**src/rtl/ring_buffer_pkg.sv**
```systemverilog
`default_nettype none
// ============================================================================
//  Module      : ring_buffer_pkg
//  Description : Shared definitions for the ring buffer word reader.
//                - reader state enumeration (fixed encoding, visible on debug)
//                - default entry width and packing factor
//                - bit offsets / widths of the fields in the debug word
//                - helper that assembles the debug word
//  Revision    : 1.0 - initial release
// ============================================================================
package ring_buffer_pkg;

    // Encoding is externally visible through the debug port and must not
    // be reordered.
    typedef enum logic [1:0] {
        ST_REQ     = 2'd0,
        ST_WAIT    = 2'd1,
        ST_BACKOFF = 2'd2,
        ST_PRESENT = 2'd3
    } reader_state_e;

    localparam int DEFAULT_WORD_SIZE      = 8;
    localparam int DEFAULT_BYTES_PER_WORD = 4;
    localparam int DEFAULT_RETRY_DELAY    = 4;

    // debug = {state[3:0], byteCount[3:0], missCount[23:0]}
    localparam int DBG_W         = 32;
    localparam int DBG_MISS_LSB  = 0;
    localparam int DBG_MISS_W    = 24;
    localparam int DBG_BYTE_LSB  = 24;
    localparam int DBG_BYTE_W    = 4;
    localparam int DBG_STATE_LSB = 28;
    localparam int DBG_STATE_W   = 4;

    function automatic logic [DBG_W-1:0] pack_debug(
        input logic [DBG_STATE_W-1:0] state_f,
        input logic [DBG_BYTE_W-1:0]  byte_f,
        input logic [DBG_MISS_W-1:0]  miss_f
    );
        logic [DBG_W-1:0] word;
        word = '0;
        word[DBG_STATE_LSB +: DBG_STATE_W] = state_f;
        word[DBG_BYTE_LSB  +: DBG_BYTE_W]  = byte_f;
        word[DBG_MISS_LSB  +: DBG_MISS_W]  = miss_f;
        return word;
    endfunction

endpackage : ring_buffer_pkg
`default_nettype wire

```
**src/rtl/ring_buffer_word_reader.sv**
```systemverilog
`default_nettype none
// ============================================================================
//  Module      : ring_buffer_word_reader
//  Description : Pulls entries out of a ring buffer read port one at a time,
//                packs BytesPerWord of them little-endian into one wide word
//                and offers that word on a valid/ready interface.
//                Refused reads back off for RetryDelay idle cycles.
//
//  Ports       :
//    clk            in   1          clock
//    reset          in   1          asynchronous active-low reset
//    dataReadEnable out  1          single-cycle read request to the buffer
//    dataReadAck    in   1          buffer read success (valid cycle after req)
//    dataRead       in   WordSize   entry returned by the buffer
//    wordOut        out  OutWidth   assembled word (qualified by wordValid)
//    wordValid      out  1          wordOut holds a complete word
//    wordReady      in   1          downstream accepts wordOut
//    debug          out  32         {state, byteCount, missCount}
//
//  Revision    : 1.0 - initial release
// ============================================================================
module ring_buffer_word_reader
    import ring_buffer_pkg::*;
#(
    parameter int WordSize     = DEFAULT_WORD_SIZE,
    parameter int BytesPerWord = DEFAULT_BYTES_PER_WORD,
    parameter int RetryDelay   = DEFAULT_RETRY_DELAY
) (
    input  logic                             clk,
    input  logic                             reset,
    output logic                             dataReadEnable,
    input  logic                             dataReadAck,
    input  logic [WordSize-1:0]              dataRead,
    output logic [WordSize*BytesPerWord-1:0] wordOut,
    output logic                             wordValid,
    input  logic                             wordReady,
    output logic [DBG_W-1:0]                 debug
);

    localparam int OutWidth     = WordSize * BytesPerWord;
    localparam int BYTE_CNT_W   = $clog2(BytesPerWord);
    localparam int BACKOFF_W    = $clog2(RetryDelay + 1);

    localparam logic [BYTE_CNT_W-1:0] LAST_BYTE     = BYTE_CNT_W'(BytesPerWord - 1);
    localparam logic [BACKOFF_W-1:0]  BACKOFF_LOAD  = BACKOFF_W'(RetryDelay);
    localparam logic [BACKOFF_W-1:0]  BACKOFF_LAST  = BACKOFF_W'(1);

    // ------------------------------------------------------------------------
    // Parameter sanity
    // ------------------------------------------------------------------------
    if (BytesPerWord < 2) begin : g_bad_bytes_per_word
        $error("BytesPerWord must be at least 2");
    end
    if (RetryDelay < 1) begin : g_bad_retry_delay
        $error("RetryDelay must be at least 1");
    end

    // ------------------------------------------------------------------------
    // State
    // ------------------------------------------------------------------------
    reader_state_e             state_q,      state_d;
    logic [BYTE_CNT_W-1:0]     byte_count_q, byte_count_d;
    logic [DBG_MISS_W-1:0]     miss_count_q, miss_count_d;
    logic [BACKOFF_W-1:0]      backoff_q,    backoff_d;
    logic [OutWidth-1:0]       word_out_q,   word_out_d;
    logic                      word_valid_q, word_valid_d;

    always_ff @(posedge clk or negedge reset) begin
        if (!reset) begin
            state_q      <= ST_REQ;
            byte_count_q <= '0;
            miss_count_q <= '0;
            backoff_q    <= '0;
            word_out_q   <= '0;
            word_valid_q <= 1'b0;
        end else begin
            state_q      <= state_d;
            byte_count_q <= byte_count_d;
            miss_count_q <= miss_count_d;
            backoff_q    <= backoff_d;
            word_out_q   <= word_out_d;
            word_valid_q <= word_valid_d;
        end
    end

    // ------------------------------------------------------------------------
    // Next-state logic
    // ------------------------------------------------------------------------
    always_comb begin
        state_d      = state_q;
        byte_count_d = byte_count_q;
        miss_count_d = miss_count_q;
        backoff_d    = backoff_q;
        word_out_d   = word_out_q;
        word_valid_d = word_valid_q;

        unique case (state_q)
            // The request pulse lives for exactly this one cycle; holding it
            // longer would pop further entries from the buffer.
            ST_REQ: begin
                state_d = ST_WAIT;
            end

            // Ack/data were updated by the buffer at the edge that ended the
            // request cycle, so they are only trustworthy right here.
            ST_WAIT: begin
                if (dataReadAck) begin
                    for (int b = 0; b < BytesPerWord; b++) begin
                        if (byte_count_q == BYTE_CNT_W'(b)) begin
                            word_out_d[b*WordSize +: WordSize] = dataRead;
                        end
                    end
                    if (byte_count_q == LAST_BYTE) begin
                        byte_count_d = '0;
                        word_valid_d = 1'b1;
                        state_d      = ST_PRESENT;
                    end else begin
                        byte_count_d = byte_count_q + BYTE_CNT_W'(1);
                        state_d      = ST_REQ;
                    end
                end else begin
                    if (miss_count_q != '1) begin
                        miss_count_d = miss_count_q + DBG_MISS_W'(1);
                    end
                    backoff_d = BACKOFF_LOAD;
                    state_d   = ST_BACKOFF;
                end
            end

            ST_BACKOFF: begin
                if (backoff_q <= BACKOFF_LAST) begin
                    state_d = ST_REQ;
                end else begin
                    backoff_d = backoff_q - BACKOFF_W'(1);
                end
            end

            // No prefetch: the next entry is requested only after the word
            // has been handed off.
            ST_PRESENT: begin
                if (word_valid_q && wordReady) begin
                    word_valid_d = 1'b0;
                    state_d      = ST_REQ;
                end
            end

            default: begin
                state_d = ST_REQ;
            end
        endcase
    end

    // ------------------------------------------------------------------------
    // Outputs
    // ------------------------------------------------------------------------
    // The reset state is REQ, yet the request must stay low while reset is
    // held; qualifying with the reset pin lets the first pulse appear in the
    // very first cycle after release without an extra idle cycle.
    assign dataReadEnable = (state_q == ST_REQ) && reset;
    assign wordOut        = word_out_q;
    assign wordValid      = word_valid_q;
    assign debug          = pack_debug(DBG_STATE_W'(state_q),
                                       DBG_BYTE_W'(byte_count_q),
                                       miss_count_q);

endmodule : ring_buffer_word_reader
`default_nettype wire

```
**config.mk**
```make
export PLATFORM = sky130hd
export DESIGN_NAME = ring_buffer_word_reader
export DESIGN_NICKNAME = d
export VERILOG_FILES = /design/src/rtl/ring_buffer_pkg.sv /design/src/rtl/ring_buffer_word_reader.sv
export SDC_FILE = /design/constraint.sdc
export NUM_CORES = 1
export LEC_CHECK = 0
export CORE_MARGIN = 1
export CORE_UTILIZATION = 52
export DETAILED_ROUTE_END_ITERATION = 8
export PLACE_DENSITY = 0.81
export SETUP_SLACK_MARGIN = 0.1
export SYNTH_ARGS = -nofsm -noshare
export SYNTH_HDL_FRONTEND = slang
export SYNTH_SLANG_ARGS = --single-unit
```
**constraint.sdc**
```tcl
create_clock -name clk -period 2.7 [get_ports clk]
set_input_delay 0.675 -clock clk [delete_from_list [all_inputs] [get_ports clk]]
set_output_delay 0.675 -clock clk [all_outputs]
set_load 0.005 [all_outputs]
```
== Word level (Yosys, flattened, before mapping) ==
Cells that the tools add are included.
Storage, ports and cells
  input bits: 12
  register bits after elaboration: 64
Cells by class
  equal/unequal tests: 13
  order comparisons: 1
  bitwise gates (word level): 1
  mux-type cells: 13
  reduce and logical (&&, ||, !) cells: 15
  add/sub/neg operators: 3
Operator list (count)
  $add A24 B1 Y24 const B: 1
  $ne A24 B24 Y1 const B: 1
  $reduce_and A3 Y1: 6
  $ne A2 B2 Y1 const B: 6
  $mux W2: 5
  $eq A2 B2 Y1 const B: 4
  $pmux W2 S4: 1
  $mux W3: 2
  $pmux W3 S2: 1
  $eq A2 B1 Y1 const B: 2
  $logic_not A2 Y1: 2
  $reduce_and A2 Y1: 2
  $reduce_and A4 Y1: 1
  $reduce_bool A2 Y1: 2
  $le A3 B1 Y1 const B: 1
  $mux W1: 3
  $sub A3 B1 Y3 const B: 1
  $add A2 B1 Y2 const B: 1
  $logic_and A1 B1 Y1: 2
  $pmux W1 S2: 1
  $not A1 Y1: 1

== Longest topological paths before layout ==
Gate-level depths: netlist of run 1.
  word-level depth: 4
  gate-level depth with buffers: 6
  gate-level depth less buffers: 6

== Worst setup path after synthesis of run 1 ==
OpenSTA, ideal clock, no wires.
  path type: input to register
  from: in dataReadAck
  to: reg miss_count_q[1]
  required time: 2.575 ns
  slack: 0.800 ns
  path buffers: 0
  stages: 3
  data arrival time: 1.775 ns
  cells stage by stage: or3b_2 a21oi_1 mux2_2
Between the ends
  cells in the longest elaborated chain, start to end: 2
RTL lines
  start, declared: line ring_buffer_word_reader.sv:32  | input logic dataReadAck,
  $not A1 Y1 (no source line)
  $reduce_and A3 Y1 (no source line)
  end signal, assigned: line ring_buffer_word_reader.sv:79  | miss_count_q <= miss_count_d;
  end, declared: line ring_buffer_word_reader.sv:63  | logic [DBG_MISS_W-1:0] miss_count_q, miss_count_d;
Every way passes these cells.
A chain may end at the register's enable or synchronous reset.

== Worst setup path after layout of run 1 ==
  from: reg state_q[1]
  to: out dataReadEnable
Between the ends
  cells in the longest elaborated chain, start to end: 2
RTL lines
  start, declared: line ring_buffer_word_reader.sv:61  | reader_state_e state_q, state_d;
  start signal, assigned: line ring_buffer_word_reader.sv:77  | state_q <= state_d;
  $logic_not A2 Y1: line ring_buffer_word_reader.sv:159  | assign dataReadEnable = (state_q == ST_REQ) && reset;
  $logic_and A1 B1 Y1: line ring_buffer_word_reader.sv:159
  end, declared: line ring_buffer_word_reader.sv:31  | output logic dataReadEnable,
Every way passes these cells.

==> summary.txt, run 1 <==
Outcome
  • Status: completed

Timing
  • Final worst setup slack: 0.433 ns
  • Relative slew slack: 0.466
  • Final hold viol count: 0
  • Maximum clock rate: between 400 and 500 MHz
  • Setup TNS: 0 ns
  • Period utilization: 0.840
  • Setup Skew: 0.00475 ns
  • Final Max Slew Viols: 0
  • Unrepaired setup endpoints after global routing: no
  • Final setup vio count: 0
  • Worst-Margin Slew: between 0.8 and 0.9 ns
  • Post-layout min period: ~2.3 ns

Layout
  • Final nets: 321
  • # diodes: 0
  • Utilization after layout: 0.746
  • Area growth from synthesis to layout: 36.3%
  • Share of cells above drive strength 1: 0.208

Floorplan
  • Die ar.: 0.00578 mm2
  • Num rows: 26
  • Starting Density: 0.547
  • Die H: 76 um
  • Core ar.: 0.00520 mm2
  • Die Wd: between 70 and 80 um
  • Io pins: 78

Routing
  • Via count: 2,032
  • Residual DRC count: 0
  • Avg Vias per Cell: 5.39
  • Post-DRT Antenna Nets: 0
  • Initial DRC count: 76
  • Routed WL: 6.15 mm
  • 1st-pass router iterations: 4
  • Wire per inst: 16.3 um

Clocking
  • Clock root buffer: clkbuf_8
  • CTS tree: yes
  • Clk slew on worst S/H paths: 0.07 ns
  • Total CTS buffers: 9
  • Clock latency on the worst-skew pair: about 0.34 ns
  • Clk buf depth: 2
  • Post-CTS Setup Bufs: 0
  • CTS resizes: 0
  • Htree depth: 3
  • Hold-fix buffers, CTS: 0
  • # clock sinks: 64

Global route
  • Initial antenna violation count: 0
  • Global-route wire length before repair: ~10 mm
  • GRT Total Usage: 0.234
  • Gr ovfl total: 0
  • Largest net degree at the start of global routing: 65
  • Vias in the first global route: 2,056

Critical path
  • Buf/Inv on CP: 1
  • Setup CP Type: flip-flop to output pin
  • Slowest library cell on the worst path: clkdlybuf4s50_1
  • Worst EP arrival: approximately 1.6 ns
  • Crit. Startpoint: state_q[1]$_DFFE_PN0P_
  • Max FO, Critical Path: 11
  • Largest delay share family, worst path: buffers and inverters
  • Crit-path cells: nor3b_1, clkdlybuf4s50_1
  • FF-to-FF Start: miss_count_q[12]$_DFFE_PN0P_
  • Critical path's largest stage delay: 0.53 ns
  • Worst Path Required: just over 2 ns
  • CP Launch Type: flip-flop
  • Critical Path End Type: output pin

Placed design
  • Hpwl dp: 4.14 mm
  • PortBufs: between 70 and 80
  • Routability congestion estimate: 0.748
  • Post-Place Setup Slack: 0.184 ns

Yosys
  • Register area share after synthesis: 0.562
  • Number of enable flip-flop cells after synthesis: 0
  • Synth unique cells: 40
  • Syn_area_per_cell: around 13 um2
  • Cell count after synthesis: 221
  • Mapped Area: approximately 0.0028 mm2
  • Yosys top cell area share: 0.562
  • Top cells by area, synth: dfrtp_1 (56%), mux2_2 (13%), xnor2_1 (4.9%)
  • Synth warn: 0
  • Synth async-reset ratio: 1.00
  • Synthesized flop and latch total: 64
  • Area leader, netlist: dfrtp_1
  • Main synth FF type: dfrtp_1

Pwr
  • Sw Ratio: 0.198
  • P_int: 1640 uW
  • Max VDD drop: between 0.0004 and 0.0005 V
  • Power Dens Cells: 525 mW/mm2
  • Sequential share of power: 0.470
  • Clock power frac: 0.509
  • Leakage: 0.00183 uW
  • Gate power share: 0.021
  • Switching pwr: ~400 uW

Job
  • Max Cap Viol: 0

Worst hold path
  • HP Class: flip-flop to flip-flop
  • HP Start: miss_count_q[20]$_DFFE_PN0P_
power groups by stage:
stage	sequential, uW	combinational, uW	clock, uW
6_report	958	43.0	1040
5_1_grt	958	49.0	1090
4_1_cts	958	44.7	1040
3_5_place_dp	977	44.4	0
3_3_place_gp	977	43.8	0
2_1_floorplan	977	6.61	0
worst paths after layout:
kind                                           endpoint  slack, ns  cells past startpoint
min in group asynchronous  miss_count_q[11]$_DFFE_PN0P_       0.57                      2
max in group asynchronous        wordOut[4]$_DFFE_PN0P_       1.61                      2
setup / recovery                         dataReadEnable       0.43                      2
setup reg to reg           miss_count_q[23]$_DFFE_PN0P_       0.70                      4
hold / removal             miss_count_q[20]$_DFFE_PN0P_       0.50                      1
hold reg to reg            miss_count_q[20]$_DFFE_PN0P_       0.50                      1
cell usage in the layout (no fill, tap or decap), drive strengths merged, types with 2 or more instances in the layout:
cell type,synthesis,routed
nand4,9,9
clkdlybuf4s50,0,72
dfrtp,64,64
nor3,3,3
nand2,17,17
conb,1,4
a21oi,6,6
bufinv,0,3
xor2,4,4
xnor2,16,16
inv,6,6
nor3b,4,4
mux2,34,34
o21ai,5,5
clkbuf,3,11
nor4,2,2
nor2,4,4
a31oi,2,2
and3,3,3
nand3,17,17
ha,7,7
buf,4,2
final cells by class:
class | instances | area [um2]
clock buffer | 11 | 151
clock inverter | 5 | 103
fill | 361 | 1320
inverter | 6 | 22.5
multi-input combinational | 147 | 1180
sequential | 64 | 1600
tap | 70 | 87.6
timing repair buffer | 74 | 733
flip-flops by register name (all words and copies together), names as in the netlist:
signal,cells
wordOut,32
wordValid,1
backoff_q,3
state_q,2
miss_count_q,24
byte_count_q,2
logic make-up after synthesis:
| kind of cell | share of synthesized area |
|---|---|
| muxes | 0.134 |
| other | 0.00132 |
| and+or+nand+nor | 0.142 |
| DFF | 0.562 |
| adders and majority gates | 0.0308 |
| AOI/OAI and AO/OA | 0.0409 |
| buffers and inverters | 0.0264 |
| xor gates and xnor gates | 0.0615 |
synthesized netlist by cell type, types with 2 or more instances:
| cell type | n |
|---|---|
| nor3_1 | 2 |
| xnor2_1 | 16 |
| and3_1 | 2 |
| o21ai_0 | 5 |
| a31oi_1 | 2 |
| buf_4 | 4 |
| nand4_1 | 7 |
| nand3_1 | 17 |
| ha_1 | 7 |
| nand2_1 | 17 |
| xor2_1 | 4 |
| a21oi_2 | 2 |
| nor2_1 | 4 |
| dfrtp_1 | 64 |
| mux2_2 | 34 |
| nor3b_2 | 2 |
| inv_1 | 6 |
| a21oi_1 | 4 |
layer usage:
layer / up-vias / track usage / wire length, um
met4: 0 / 0.104 / 102
li1: 941 / - / -
met5: - / 0 / 0
met1: 1043 / 0.285 / 2740
met2: 40 / 0.401 / 3100
met3: 8 / 0.0491 / 210
through the flow:
step,hold WS [ns],instance area (um2),total power (uW),std cells
final,0.502,3880,2040,377
after global routing,0.516,3880,2090,377
after CTS,0.499,3880,2050,377
after detailed placement,0.489,3630,1020,361
after global placement,0.486,3630,1020,361
after floorplan,0.379,2860,984,224
worst register-to-register path, stage by stage (launching register included):
cell     delay (ns)
dfrtp_1        0.43
nand3_1        0.24
nor4_1         0.58
nor3b_2        0.28
mux2_2         0.35
Note: power is estimated with default switching activity, not from simulation.
==> run 2, diff against run 1 <==
CORE_UTILIZATION = 48   (was 52)
PLACE_DENSITY = 0.76   (was 0.81)
clock period = 2.21 ns   (was 2.7 ns; I/O delays follow)
==> summary.txt, run 2 (same netlist as run 1, synthesis figures left out) <==
Outcome
  • Status: completed

Critical path
  • Worst EP arrival: 1.39 ns (-0.20 ns)
  • Max FO, Critical Path: 6 (-5)
  • Critical Path End Type: output pin
  • Crit-path cells: clkdlybuf4s50_1
  • Crit. path cell count: 1 (-1)
  • CP Launch Type: flip-flop
  • Largest delay share family, worst path: buffers and inverters
  • Setup CP Type: flip-flop to output pin
  • Critical path's largest stage delay: 0.58 ns (+0.05 ns)
  • Number of cells on the worst reg-to-reg path: 6 (+2)
  • Slowest library cell on the worst path: clkdlybuf4s50_1
  • Worst Path Required: 1.66 ns (-0.37 ns)
  • Buf/Inv on CP: 1 (unchanged)

Timing
  • Setup TNS: 0 ns (unchanged)
  • Final Max Slew Viols: 0 (unchanged)
  • Final hold slack: 0.443 ns (-0.0589 ns)
  • Relative slew slack: 0.471 (+0.00561)
  • Maximum clock rate: 514 MHz
  • Post-layout min period: 1.95 ns
  • Final hold viol count: 0 (unchanged)
  • Worst-Margin Slew: 0.793 ns (-0.00842 ns)
  • Final setup vio count: 0 (unchanged)
  • Period utilization: 0.881
  • Setup Skew: 0.0108 ns (+0.00606 ns)
  • Unrepaired setup endpoints after global routing: no

Floorplan
  • Die ar.: 0.00624 mm2 (+8.1%)
  • Starting Density: 0.508 (-0.0393)
  • Num rows: 27 (+3.8%)
  • Die H: 79.0 um (+4.0%)
  • Die Wd: 79.0 um (+4.0%)
  • Core ar.: 0.00561 mm2 (+7.7%)
  • Io pins: 78 (unchanged)

Global route
  • Global-route wire length before repair: 9.30 mm (-10%)
  • Initial antenna violation count: 0 (unchanged)
  • Largest net degree at the start of global routing: 65 (unchanged)
  • Vias in the first global route: 1,960 (-4.7%)
  • GRT Total Usage: 0.199 (-0.0349)
  • Gr ovfl total: 0 (unchanged)

Worst hold path
  • HP Class: input port to asynchronous set/reset pin

Layout
  • # diodes: 0 (unchanged)
  • Commonest non-fill, non-tap cell in the layout: clkdlybuf4s50_1
  • Number of flip-flops in the largest register: 32 (unchanged)
  • Final nets: 337 (+5.0%)
  • Share of cells above drive strength 1: 0.251 (+0.0423)
  • Area growth from synthesis to layout: 39.1%
  • Most frequent cells in the layout: clkdlybuf4s50_1 (71), dfrtp_1 (62), mux2_2 (34), nand3_1 (17), nand2_1 (17)

Routing
  • Post-DRT Antenna Nets: 0 (unchanged)
  • Wire per inst: 14.8 um (-9.2%)
  • Initial DRC count: 79 (+3.9%)
  • Avg Vias per Cell: 5.15 (-4.4%)
  • Residual DRC count: 0 (unchanged)
  • Via count: 2,036 (+0.20%)
  • 1st-pass router iterations: 4 (unchanged)
  • Routed WL: 5.86 mm (-4.8%)

Clocking
  • Htree depth: 3 (unchanged)
  • Clock root buffer: clkbuf_8
  • Clk buf depth: 2 (unchanged)
  • Total CTS buffers: 9 (unchanged)
  • CTS tree: yes
  • Clock latency on the worst-skew pair: 0.33 ns (about the same)
  • Clk slew on worst S/H paths: 0.07 ns (about the same)
  • Hold-fix buffers, CTS: 0 (unchanged)
  • # clock sinks: 64 (unchanged)

Placed design
  • PortBufs: 73 (unchanged)
  • Hpwl dp: 4.17 mm (+0.67%)
  • Routability congestion estimate: 0.761 (+1.8%)

Pwr
  • Power Dens Cells: 562 mW/mm2 (+7.0%)
  • Pwr Total: 2230 uW (+9.2%)
  • Leakage: 0.00189 uW (+3.3%)
  • Max VDD drop: 0.000471 V (-4.8%)

Job
  • Max Cap Viol: 0 (unchanged)
[run 2: cell types whose count changed in the layout (fill, tap and decap cells not counted), sizes merged]
cell,change
buf,+16
bufinv,-2
clkdlybuf4s50,-1
clkinv,+2
dlygate4sd2,+1
[run 2: report_power, final]
part / total (uW) / switching (uW) / internal [uW]
Combinational: 54.2 / 34.6 / 19.7
Sequential: 1170 / 0 / 1170
Clock: 1000 / 451 / 550
[run 2: through the flow]
stage | util | cell area (um2) | setup WS, ns | instances
after floorplan | - | 2860 | 0.423 | 224
after global placement | 0.670 | 3750 | -0.0244 | 378
after detailed placement | 0.670 | 3750 | -0.0620 | 378
after CTS | 0.706 | 3960 | 0.241 | 395
after global routing | 0.706 | 3960 | 0.123 | 395
final | 0.706 | 3960 | 0.263 | 395
[run 2: routing by layer]
| metal | vias to the layer above | part of all wire | track usage |
|---|---|---|---|
| met5 | - | 0 | 0 |
| met4 | 0 | 0.016 | 0.100 |
| met3 | 9 | 0.035 | 0.0437 |
| met2 | 38 | 0.50 | 0.309 |
| met1 | 1016 | 0.45 | 0.262 |
| li1 | 973 | - | - |
[run 2: repair_timing]
| item | 4_1_cts | 5_1_grt |
|---|---|---|
| setup buffers | 1 | 0 |
| resized for setup | 3 | 0 |
| setup endpoints to repair | 1 | 0 |
[run 2: layout make-up]
type | count | area (um2)
timing repair buffer | 90 | 865
fill | 446 | 1650
multi-input combinational | 147 | 1180
tap | 72 | 90.1
sequential | 64 | 1600
inverter | 6 | 22.5
clock buffer | 11 | 141
clock inverter | 5 | 56.3
[run 2: final timing paths]
| path | start | slack (ns) | endpoint |
|---|---|---|---|
| min in group clk | wordOut[8]$_DFFE_PN0P_ | 0.50 | wordOut[8]$_DFFE_PN0P_ |
| worst min-delay path | reset | 0.44 | miss_count_q[7]$_DFFE_PN0P_ |
| worst min register to register | wordOut[8]$_DFFE_PN0P_ | 0.50 | wordOut[8]$_DFFE_PN0P_ |
| worst max register to register | miss_count_q[0]$_DFFE_PN0P_ | 0.27 | miss_count_q[18]$_DFFE_PN0P_ |
| max in group asynchronous | reset | 1.19 | state_q[1]$_DFFE_PN0P_ |
| worst max-delay path | miss_count_q[8]$_DFFE_PN0P_ | 0.26 | debug[8] |
==> run 3, diff against run 2 <==
CAP_MARGIN = 20   (was default)
==> results of run 3 <==
Final layout, timing and power as in run 2 (identical DEF).
